<file path="src/rtl/bilinear_scan_ctrl_if.sv">
// Interface bundling the scan controller's frame-control, pacing and
// datapath-facing signals. The controller takes the slave modport; the
// frame/line-buffer manager side (or a bench) takes the master modport.
interface bilinear_scan_ctrl_if #(
    parameter int INDEX_WIDTH = 11,
    parameter int INT_WIDTH   = 8,
    parameter int FIX_WIDTH   = 12
);
    // Frame control and configuration
    logic                           start_i;
    logic [15:0]                    dest_width_i;
    logic [15:0]                    dest_height_i;
    logic [15:0]                    src_height_i;
    logic [INT_WIDTH+FIX_WIDTH-1:0] scale_factory_i;

    // Pacing inputs
    logic [INDEX_WIDTH:0]           src_rows_avail_i;
    logic                           out_afull_i;
    logic                           pix_valid_i;

    // Coordinate issue and status
    logic [INDEX_WIDTH-1:0]         destx_o;
    logic [INDEX_WIDTH-1:0]         desty_o;
    logic                           coord_valid_o;
    logic                           line_done_o;
    logic                           busy_o;
    logic                           done_o;

    modport master (
        output start_i, dest_width_i, dest_height_i, src_height_i,
               scale_factory_i, src_rows_avail_i, out_afull_i, pix_valid_i,
        input  destx_o, desty_o, coord_valid_o, line_done_o, busy_o, done_o
    );

    modport slave (
        input  start_i, dest_width_i, dest_height_i, src_height_i,
               scale_factory_i, src_rows_avail_i, out_afull_i, pix_valid_i,
        output destx_o, desty_o, coord_valid_o, line_done_o, busy_o, done_o
    );
endinterface

</file>
<file path="src/rtl/bilinear_scan_ctrl.sv">
// Scan controller for the grayscale bilinear scaler. Walks the destination
// raster line by line, holds each line until the source rows it needs are
// resident in the line buffer, issues one coordinate per cycle unless the
// downstream is almost full, and counts finished pixels to end the frame.
module bilinear_scan_ctrl #(
    parameter int INDEX_WIDTH = 11,
    parameter int INT_WIDTH   = 8,
    parameter int FIX_WIDTH   = 12
) (
    input logic               clk_i,
    input logic               rst_i,
    bilinear_scan_ctrl_if.slave bus
);

    localparam int SCL_W  = INT_WIDTH + FIX_WIDTH;
    localparam int PROD_W = INDEX_WIDTH + INT_WIDTH + FIX_WIDTH;
    localparam int CNT_W  = 2 * INDEX_WIDTH;

    typedef enum logic [2:0] {
        S_IDLE,
        S_LINE_SETUP,
        S_WAIT_ROWS,
        S_RUN,
        S_DRAIN
    } state_t;

    state_t                 state_r, state_nx;

    // Frame configuration, captured on the accepted start
    logic [15:0]            width_r;
    logic [15:0]            height_r;
    logic [15:0]            src_height_r;
    logic [SCL_W-1:0]       scale_r;
    logic [31:0]            total_r;

    // Raster position, row requirement and output-beat counter
    logic [INDEX_WIDTH-1:0] destx_r;
    logic [INDEX_WIDTH-1:0] desty_r;
    logic [31:0]            need_r;
    logic [CNT_W-1:0]       count_r;
    logic                   line_done_r;

    // Decode of the current cycle
    logic                   accept;
    logic                   issue;
    logic                   last_x;
    logic                   last_y;
    logic                   rows_ok;
    logic                   terminal;
    logic [PROD_W-1:0]      prod;
    logic [31:0]            need_calc;

    // Source rows required by the current line: the integer source row of
    // desty plus the row below it, never more than the source has.
    always_comb begin
        prod      = PROD_W'(desty_r) * PROD_W'(scale_r);
        need_calc = 32'(prod >> FIX_WIDTH) + 32'd2;
        if (need_calc > 32'(src_height_r)) begin
            need_calc = 32'(src_height_r);
        end
    end

    // Next-state and issue decode; the frame-end counter terminal overrides
    // whatever the raster walk wants to do.
    // NOTE: every signal written here gets a default first, so no path
    // through the case can leave one unassigned and infer a latch.
    always_comb begin
        state_nx = state_r;
        issue    = 1'b0;
        accept   = (state_r == S_IDLE) && bus.start_i;
        last_x   = (16'(destx_r) == (width_r - 16'd1));
        last_y   = (16'(desty_r) == (height_r - 16'd1));
        rows_ok  = (32'(bus.src_rows_avail_i) >= need_r);
        terminal = bus.pix_valid_i
                   && ((state_r == S_RUN) || (state_r == S_DRAIN))
                   && ((32'(count_r) + 32'd1) == total_r);

        case (state_r)
            S_IDLE: begin
                if (bus.start_i) begin
                    state_nx = S_LINE_SETUP;
                end
            end
            S_LINE_SETUP: begin
                state_nx = S_WAIT_ROWS;
            end
            S_WAIT_ROWS: begin
                if (rows_ok) begin
                    state_nx = S_RUN;
                end
            end
            S_RUN: begin
                if (!bus.out_afull_i) begin
                    issue = 1'b1;
                    if (last_x) begin
                        state_nx = last_y ? S_DRAIN : S_LINE_SETUP;
                    end
                end
            end
            S_DRAIN: begin
                state_nx = S_DRAIN;
            end
            default: begin
                state_nx = S_IDLE;
            end
        endcase

        if (terminal) begin
            state_nx = S_IDLE;
        end
    end

    // State register.
    // NOTE: clocked state uses non-blocking assignments so every register
    // samples the pre-edge values regardless of block evaluation order.
    always_ff @(posedge clk_i or negedge rst_i) begin
        if (!rst_i) begin
            state_r <= S_IDLE;
        end else begin
            state_r <= state_nx;
        end
    end

    // Capture the frame configuration when a start is accepted.
    always_ff @(posedge clk_i or negedge rst_i) begin
        if (!rst_i) begin
            width_r      <= '0;
            height_r     <= '0;
            src_height_r <= '0;
            scale_r      <= '0;
            total_r      <= '0;
        end else if (accept) begin
            width_r      <= bus.dest_width_i;
            height_r     <= bus.dest_height_i;
            src_height_r <= bus.src_height_i;
            scale_r      <= bus.scale_factory_i;
            total_r      <= 32'(bus.dest_width_i) * 32'(bus.dest_height_i);
        end
    end

    // Raster walk: x restarts when a line is released, advances per issue;
    // y restarts on start and advances after the last pixel of a line.
    always_ff @(posedge clk_i or negedge rst_i) begin
        if (!rst_i) begin
            destx_r     <= '0;
            desty_r     <= '0;
            need_r      <= '0;
            line_done_r <= 1'b0;
        end else begin
            line_done_r <= issue && last_x;

            if (state_r == S_LINE_SETUP) begin
                need_r <= need_calc;
            end

            if ((state_r == S_WAIT_ROWS) && rows_ok) begin
                destx_r <= '0;
            end else if (issue && !last_x) begin
                destx_r <= destx_r + INDEX_WIDTH'(1);
            end

            if (accept) begin
                desty_r <= '0;
            end else if (issue && last_x && !last_y) begin
                desty_r <= desty_r + INDEX_WIDTH'(1);
            end
        end
    end

    // Output-beat counter: counts datapath results while a frame is open
    // and clears on the terminal beat; beats seen in IDLE are dropped.
    always_ff @(posedge clk_i or negedge rst_i) begin
        if (!rst_i) begin
            count_r <= '0;
        end else if (terminal || (state_r == S_IDLE)) begin
            count_r <= '0;
        end else if (bus.pix_valid_i) begin
            count_r <= count_r + CNT_W'(1);
        end
    end

    assign bus.destx_o       = destx_r;
    assign bus.desty_o       = desty_r;
    assign bus.coord_valid_o = issue;
    assign bus.line_done_o   = line_done_r;
    assign bus.done_o        = terminal;
    assign bus.busy_o        = (state_r != S_IDLE) && !terminal;

endmodule

</file>
<file path="src/flat_wrapper.sv">
// flat-port wrapper written by rule: the top's interface ports become plain ports
module bilinear_scan_ctrl_flat 
#(
    parameter int INDEX_WIDTH = 11,
    parameter int INT_WIDTH   = 8,
    parameter int FIX_WIDTH   = 12
)
  (clk_i, rst_i, bus_start_i, bus_dest_width_i, bus_dest_height_i, bus_src_height_i, bus_scale_factory_i, bus_src_rows_avail_i, bus_out_afull_i, bus_pix_valid_i, bus_destx_o, bus_desty_o, bus_coord_valid_o, bus_line_done_o, bus_busy_o, bus_done_o);
  bilinear_scan_ctrl_if #(.INDEX_WIDTH(INDEX_WIDTH), .INT_WIDTH(INT_WIDTH), .FIX_WIDTH(FIX_WIDTH)) bus_i ();
  input logic clk_i;
  input logic rst_i;
  input wire logic [$bits(bus_i.start_i)-1:0] bus_start_i;
  input wire logic [$bits(bus_i.dest_width_i)-1:0] bus_dest_width_i;
  input wire logic [$bits(bus_i.dest_height_i)-1:0] bus_dest_height_i;
  input wire logic [$bits(bus_i.src_height_i)-1:0] bus_src_height_i;
  input wire logic [$bits(bus_i.scale_factory_i)-1:0] bus_scale_factory_i;
  input wire logic [$bits(bus_i.src_rows_avail_i)-1:0] bus_src_rows_avail_i;
  input wire logic [$bits(bus_i.out_afull_i)-1:0] bus_out_afull_i;
  input wire logic [$bits(bus_i.pix_valid_i)-1:0] bus_pix_valid_i;
  output wire logic [$bits(bus_i.destx_o)-1:0] bus_destx_o;
  output wire logic [$bits(bus_i.desty_o)-1:0] bus_desty_o;
  output wire logic [$bits(bus_i.coord_valid_o)-1:0] bus_coord_valid_o;
  output wire logic [$bits(bus_i.line_done_o)-1:0] bus_line_done_o;
  output wire logic [$bits(bus_i.busy_o)-1:0] bus_busy_o;
  output wire logic [$bits(bus_i.done_o)-1:0] bus_done_o;
  assign bus_i.start_i = bus_start_i;
  assign bus_i.dest_width_i = bus_dest_width_i;
  assign bus_i.dest_height_i = bus_dest_height_i;
  assign bus_i.src_height_i = bus_src_height_i;
  assign bus_i.scale_factory_i = bus_scale_factory_i;
  assign bus_i.src_rows_avail_i = bus_src_rows_avail_i;
  assign bus_i.out_afull_i = bus_out_afull_i;
  assign bus_i.pix_valid_i = bus_pix_valid_i;
  assign bus_destx_o = bus_i.destx_o;
  assign bus_desty_o = bus_i.desty_o;
  assign bus_coord_valid_o = bus_i.coord_valid_o;
  assign bus_line_done_o = bus_i.line_done_o;
  assign bus_busy_o = bus_i.busy_o;
  assign bus_done_o = bus_i.done_o;
  bilinear_scan_ctrl #(.INDEX_WIDTH(INDEX_WIDTH), .INT_WIDTH(INT_WIDTH), .FIX_WIDTH(FIX_WIDTH)) u_core (.clk_i(clk_i), .rst_i(rst_i), .bus(bus_i));
endmodule
</file>
<file path="config.mk">
export PLATFORM = sky130hd
export DESIGN_NAME = bilinear_scan_ctrl_flat
export DESIGN_NICKNAME = d
export VERILOG_FILES = /design/src/rtl/bilinear_scan_ctrl_if.sv /design/src/rtl/bilinear_scan_ctrl.sv /design/src/flat_wrapper.sv
export SDC_FILE = /design/constraint.sdc
export NUM_CORES = 2
export LEC_CHECK = 0
export CAP_MARGIN = 30
export CORE_ASPECT_RATIO = 1.5
export CORE_MARGIN = 8
export CORE_UTILIZATION = 45
export CTS_BUF_LIST = sky130_fd_sc_hd__clkbuf_4 sky130_fd_sc_hd__clkbuf_8
export DETAILED_ROUTE_END_ITERATION = 7
export GPL_TIMING_DRIVEN = 0
export PLACE_DENSITY = 0.6
export SKIP_LAST_GASP = 1
export SLEW_MARGIN = 10
export SYNTH_ARGS = -nofsm -noshare
export SYNTH_HDL_FRONTEND = slang
export SYNTH_SLANG_ARGS = --single-unit
</file>
<file path="constraint.sdc">
create_clock -name clk_i -period 10.3 [get_ports clk_i]
set_clock_uncertainty 0.2 [all_clocks]
set_input_delay 1.545 -clock clk_i [delete_from_list [all_inputs] [get_ports clk_i]]
set_output_delay 1.545 -clock clk_i [all_outputs]
set_load 0.02 [all_outputs]
</file>
==> metrics.md <==
| Metric | Value |
|---|---|
| Kind of critical path | `flip-flop to flip-flop` |
| Vias in the first global route | `21450` |
| Hold_buf cts | `0` |
| Post-Syn Area per Cell | `~8.6 sq um` |
| Final worst path period share | `0.8904` |
| Largest net degree at the start of global routing | `103` |
| Synthesis-to-layout area growth | `9.530%` |
| EDFF count, synth | `0` |
| DRC violation count after routing | `0` |
| Power Density | `209.9 nW/um^2` |
| # IOs | `111` |
| Final hold violations | `0` |
| Crit end category | `flip-flop` |
| CORE AREA | `around 54000 sq um` |
| Crit start category | `flip-flop` |
| Wire per inst | `20.27 um` |
| Die Y | `301.0 um` |
| FFs w/ async S/R, synth | `1.000` |
| Max Cap Violations | `0` |
| Pins Over Slew Limit | `0` |
| Clk Tree Root Cell | `clkbuf_8` |
| Overall routing resource usage | `0.2447` |
| Hpwl dp | `between 60000 and 70000 um` |
| CP Data Arrival Time | `9.34 ns` |
| Via count | `19560` |
| Clock-pin slew on the worst setup and hold paths | `between 0.1 and 0.15 ns` |
| Post-synthesis sequential area ratio | `0.1725` |
| Fin util | `0.4979` |
| H-tree depth | `4` |
| Slowest stage cell, crit path | `clkbuf_1` |
| Critical Path Fanout Max | `10` |
| Slew @ Worst Pin | `roughly 1 ns` |
| Minimum clock period | `just over 9 ns` |
| Clk buf depth | `2` |
| Nets | `roughly 3600` |
| Post-CTS setup buffer count | `0` |
| Largest stage delay, worst path | `0.63 ns` |
| Unrepaired setup endpoints after global routing | `no` |
| Final RePlAce weighted congestion | `0.9451` |
| Fmax | `0.1090 GHz` |
| Port Buffer Count | `96` |
| Yosys warnings | `0` |
| Mapped Cells | `2819` |
| Final setup vio count | `0` |
| Die Area | `slightly above 60000 sq um` |
| Top_reg_cell synth | `dfrtp_1` |
| Total Wirelength | `between 70000 and 80000 um` |
| Gr ovfl total | `0` |
| Yosys reg bits | `168` |
| Crit-path most repeated cell | `fa_1` |
| Placed inst area | `26240 sq um` |
| Pleak | `13.18 nW` |
| Initial antenna violation count | `4` |
| CP Data Required Time | `~10 ns` |
| FP Rows | `104` |
| Cell Area, Synth | `between 20000 and 25000 sq um` |
| Count of cell types in the netlist | `81` |
| Share of cells above drive strength 1 | `0.02307` |
| Post-cts resize count | `0` |
| DR iter-0 viols | `922` |
| VDD IR-drop max | `0.3514 mV` |
| First-pass DRT Iterations | `5` |
| Worst-skew pair later-pin latency | `roughly 0.51 ns` |
| First-pass GRT wire length | `116500 um` |
| Number of routed nets with antenna violations | `0` |
| Initial core utilization | `0.4545` |
| Top delay family on crit path | `adder cells` |
| Status | `completed` |
| Clk sinks | `168` |
| Place WS | `0.7991 ns` |
| Final instance area | `between 20000 and 30000 sq um` |
| Relative slew margins | `0.3132` |
| Die W | `between 200 and 250 um` |
| Cts bufs inserted | `17` |
| Final worst setup slack | `1.128 ns` |
| TritonCTS clock tree | `done` |
| DR vias/cell | `~5.4` |
| Hold crit path type | `flip-flop to flip-flop` |
| Sum Neg Setup Slack | `0 ns` |
| Syn nets | `about 3500` |
| CP bufs+invs | `6` |
## flip-flops by register name (all words and copies together), names as in the netlist
register	cells
u_core.height_r	16
u_core.bus.destx_o	11
u_core.state_r	3
u_core.bus.desty_o	11
u_core.scale_r	20
u_core.width_r	16
u_core.bus.line_done_o	1
u_core.total_r	32
u_core.need_r	20
u_core.src_height_r	16
u_core.count_r	22
## cells in the mapped netlist (14+ instances only)
library cell / count / share of area
inv_1: 445 / 0.069
nand3_1: 39 / 0.0080
xnor2_1: 89 / 0.032
clkbuf_1: 127 / 0.020
and3_1: 22 / 0.0056
xor2_1: 64 / 0.023
o21ai_0: 91 / 0.019
dfrtp_1: 168 / 0.17
o211ai_1: 14 / 0.0043
and2_1: 190 / 0.049
fa_1: 354 / 0.29
ha_1: 204 / 0.10
nor3_1: 24 / 0.0049
nand4_1: 24 / 0.0062
a21o_1: 22 / 0.0068
mux2i_1: 19 / 0.0078
nand2_1: 560 / 0.086
nor2_1: 94 / 0.014
a21oi_1: 82 / 0.017
## cells in the final DEF, fill, tap and decap left out, types with 7 or more instances in the layout
cell type        netlist  final
clkbuf_8               0     18
nor2_1                94     94
a21o_1                22     22
o21ai_0               91     91
xor2_1                64     64
ha_1                 204    204
nand4_1               24     24
nand2b_1              11     11
buf_2                  8      8
mux2i_1               19     19
xnor2_1               89     89
and2_1               190    190
and4_1                 9      9
nand3_1               39     39
inv_1                445    445
a21oi_1               82     82
nor4_1                11     11
clkbuf_1             127    127
a211oi_1               7      7
and3_1                22     22
nor3_1                24     24
dfrtp_1              168    168
clkdlybuf4s50_1        0     95
nor2b_1               11     11
o21bai_1              10     10
o211ai_1              14     14
o22ai_1                9      9
nand2_1              560    560
fa_1                 354    354
## logic make-up after synthesis
family | synth area share
buffers and inverters | 0.09191
AOI/OAI and AO/OA | 0.07532
muxes | 0.01058
adders and majority gates | 0.3956
xor gates and xnor gates | 0.05566
and+or+nand+nor | 0.1985
DFF | 0.1725
## stage by stage
step / std cells / hold slack, ns / total power, mW
CTS: 3637 / 0.2974 / 5.662
global route: 3638 / 0.3083 / 6.181
finish: 3639 / 0.2953 / 5.602
global placement: 3604 / 0.2676 / 4.968
detailed placement: 3606 / 0.2718 / 5.053
floorplan: 2819 / 0.2399 / 3.875
## worst min-delay path, cell delays in order (launching register included)
cell and delay [ns]:
dfrtp_1 0.36, nand2_1 0.05, o21ai_0 0.06
## report_power, final
group / switching, mW / internal, mW / leakage [nW]
registers: 0.143 / 0.803 / 2.14
clock network: 0.296 / 0.278 / 0.225
logic: 2.36 / 1.72 / 10.8
total: 2.80 / 2.80 / 13.2
## path summary, 6_finish.rpt
kind                                            start                  to  slack [ns]  depth (start not counted)
worst min register to register     u_core.total_r[31]  u_core.total_r[31]        0.30                          2
worst max-delay path            u_core.bus.desty_o[3]    u_core.need_r[2]        1.13                         34
min in group asynchronous                       rst_i  u_core.count_r[16]        0.78                          1
worst min-delay path               u_core.total_r[31]  u_core.total_r[31]        0.30                          2
max in group asynchronous                       rst_i   u_core.scale_r[7]        8.15                          2
worst max register to register  u_core.bus.desty_o[3]    u_core.need_r[2]        1.13                         34
## cell type report
| class | instances | area, sq um |
|---|---|---|
| Fill cell | 5253 | 26920 |
| Multi-Input combinational cell | 2063 | 17920 |
| Sequential cell | 168 | 4204 |
| Inverter | 446 | 1674 |
| Timing Repair Buffer | 98 | 1005 |
| Tap cell | 689 | 862.1 |
| Buffer | 142 | 565.5 |
| Clock buffer | 18 | 247.7 |
| Clock inverter | 13 | 202.7 |
| Antenna cell | 2 | 5.005 |
## layer usage
layer | track usage | wire length [um] | vias up
li1 | - | - | 9024
met1 | 0.2577 | 25830 | 9862
met2 | 0.4536 | 40010 | 482
met3 | 0.02498 | 2560 | 189
met4 | 0.1585 | 5359 | 2
met5 | 0 | 13 | -
Note: power is estimated with default switching activity, not from simulation.
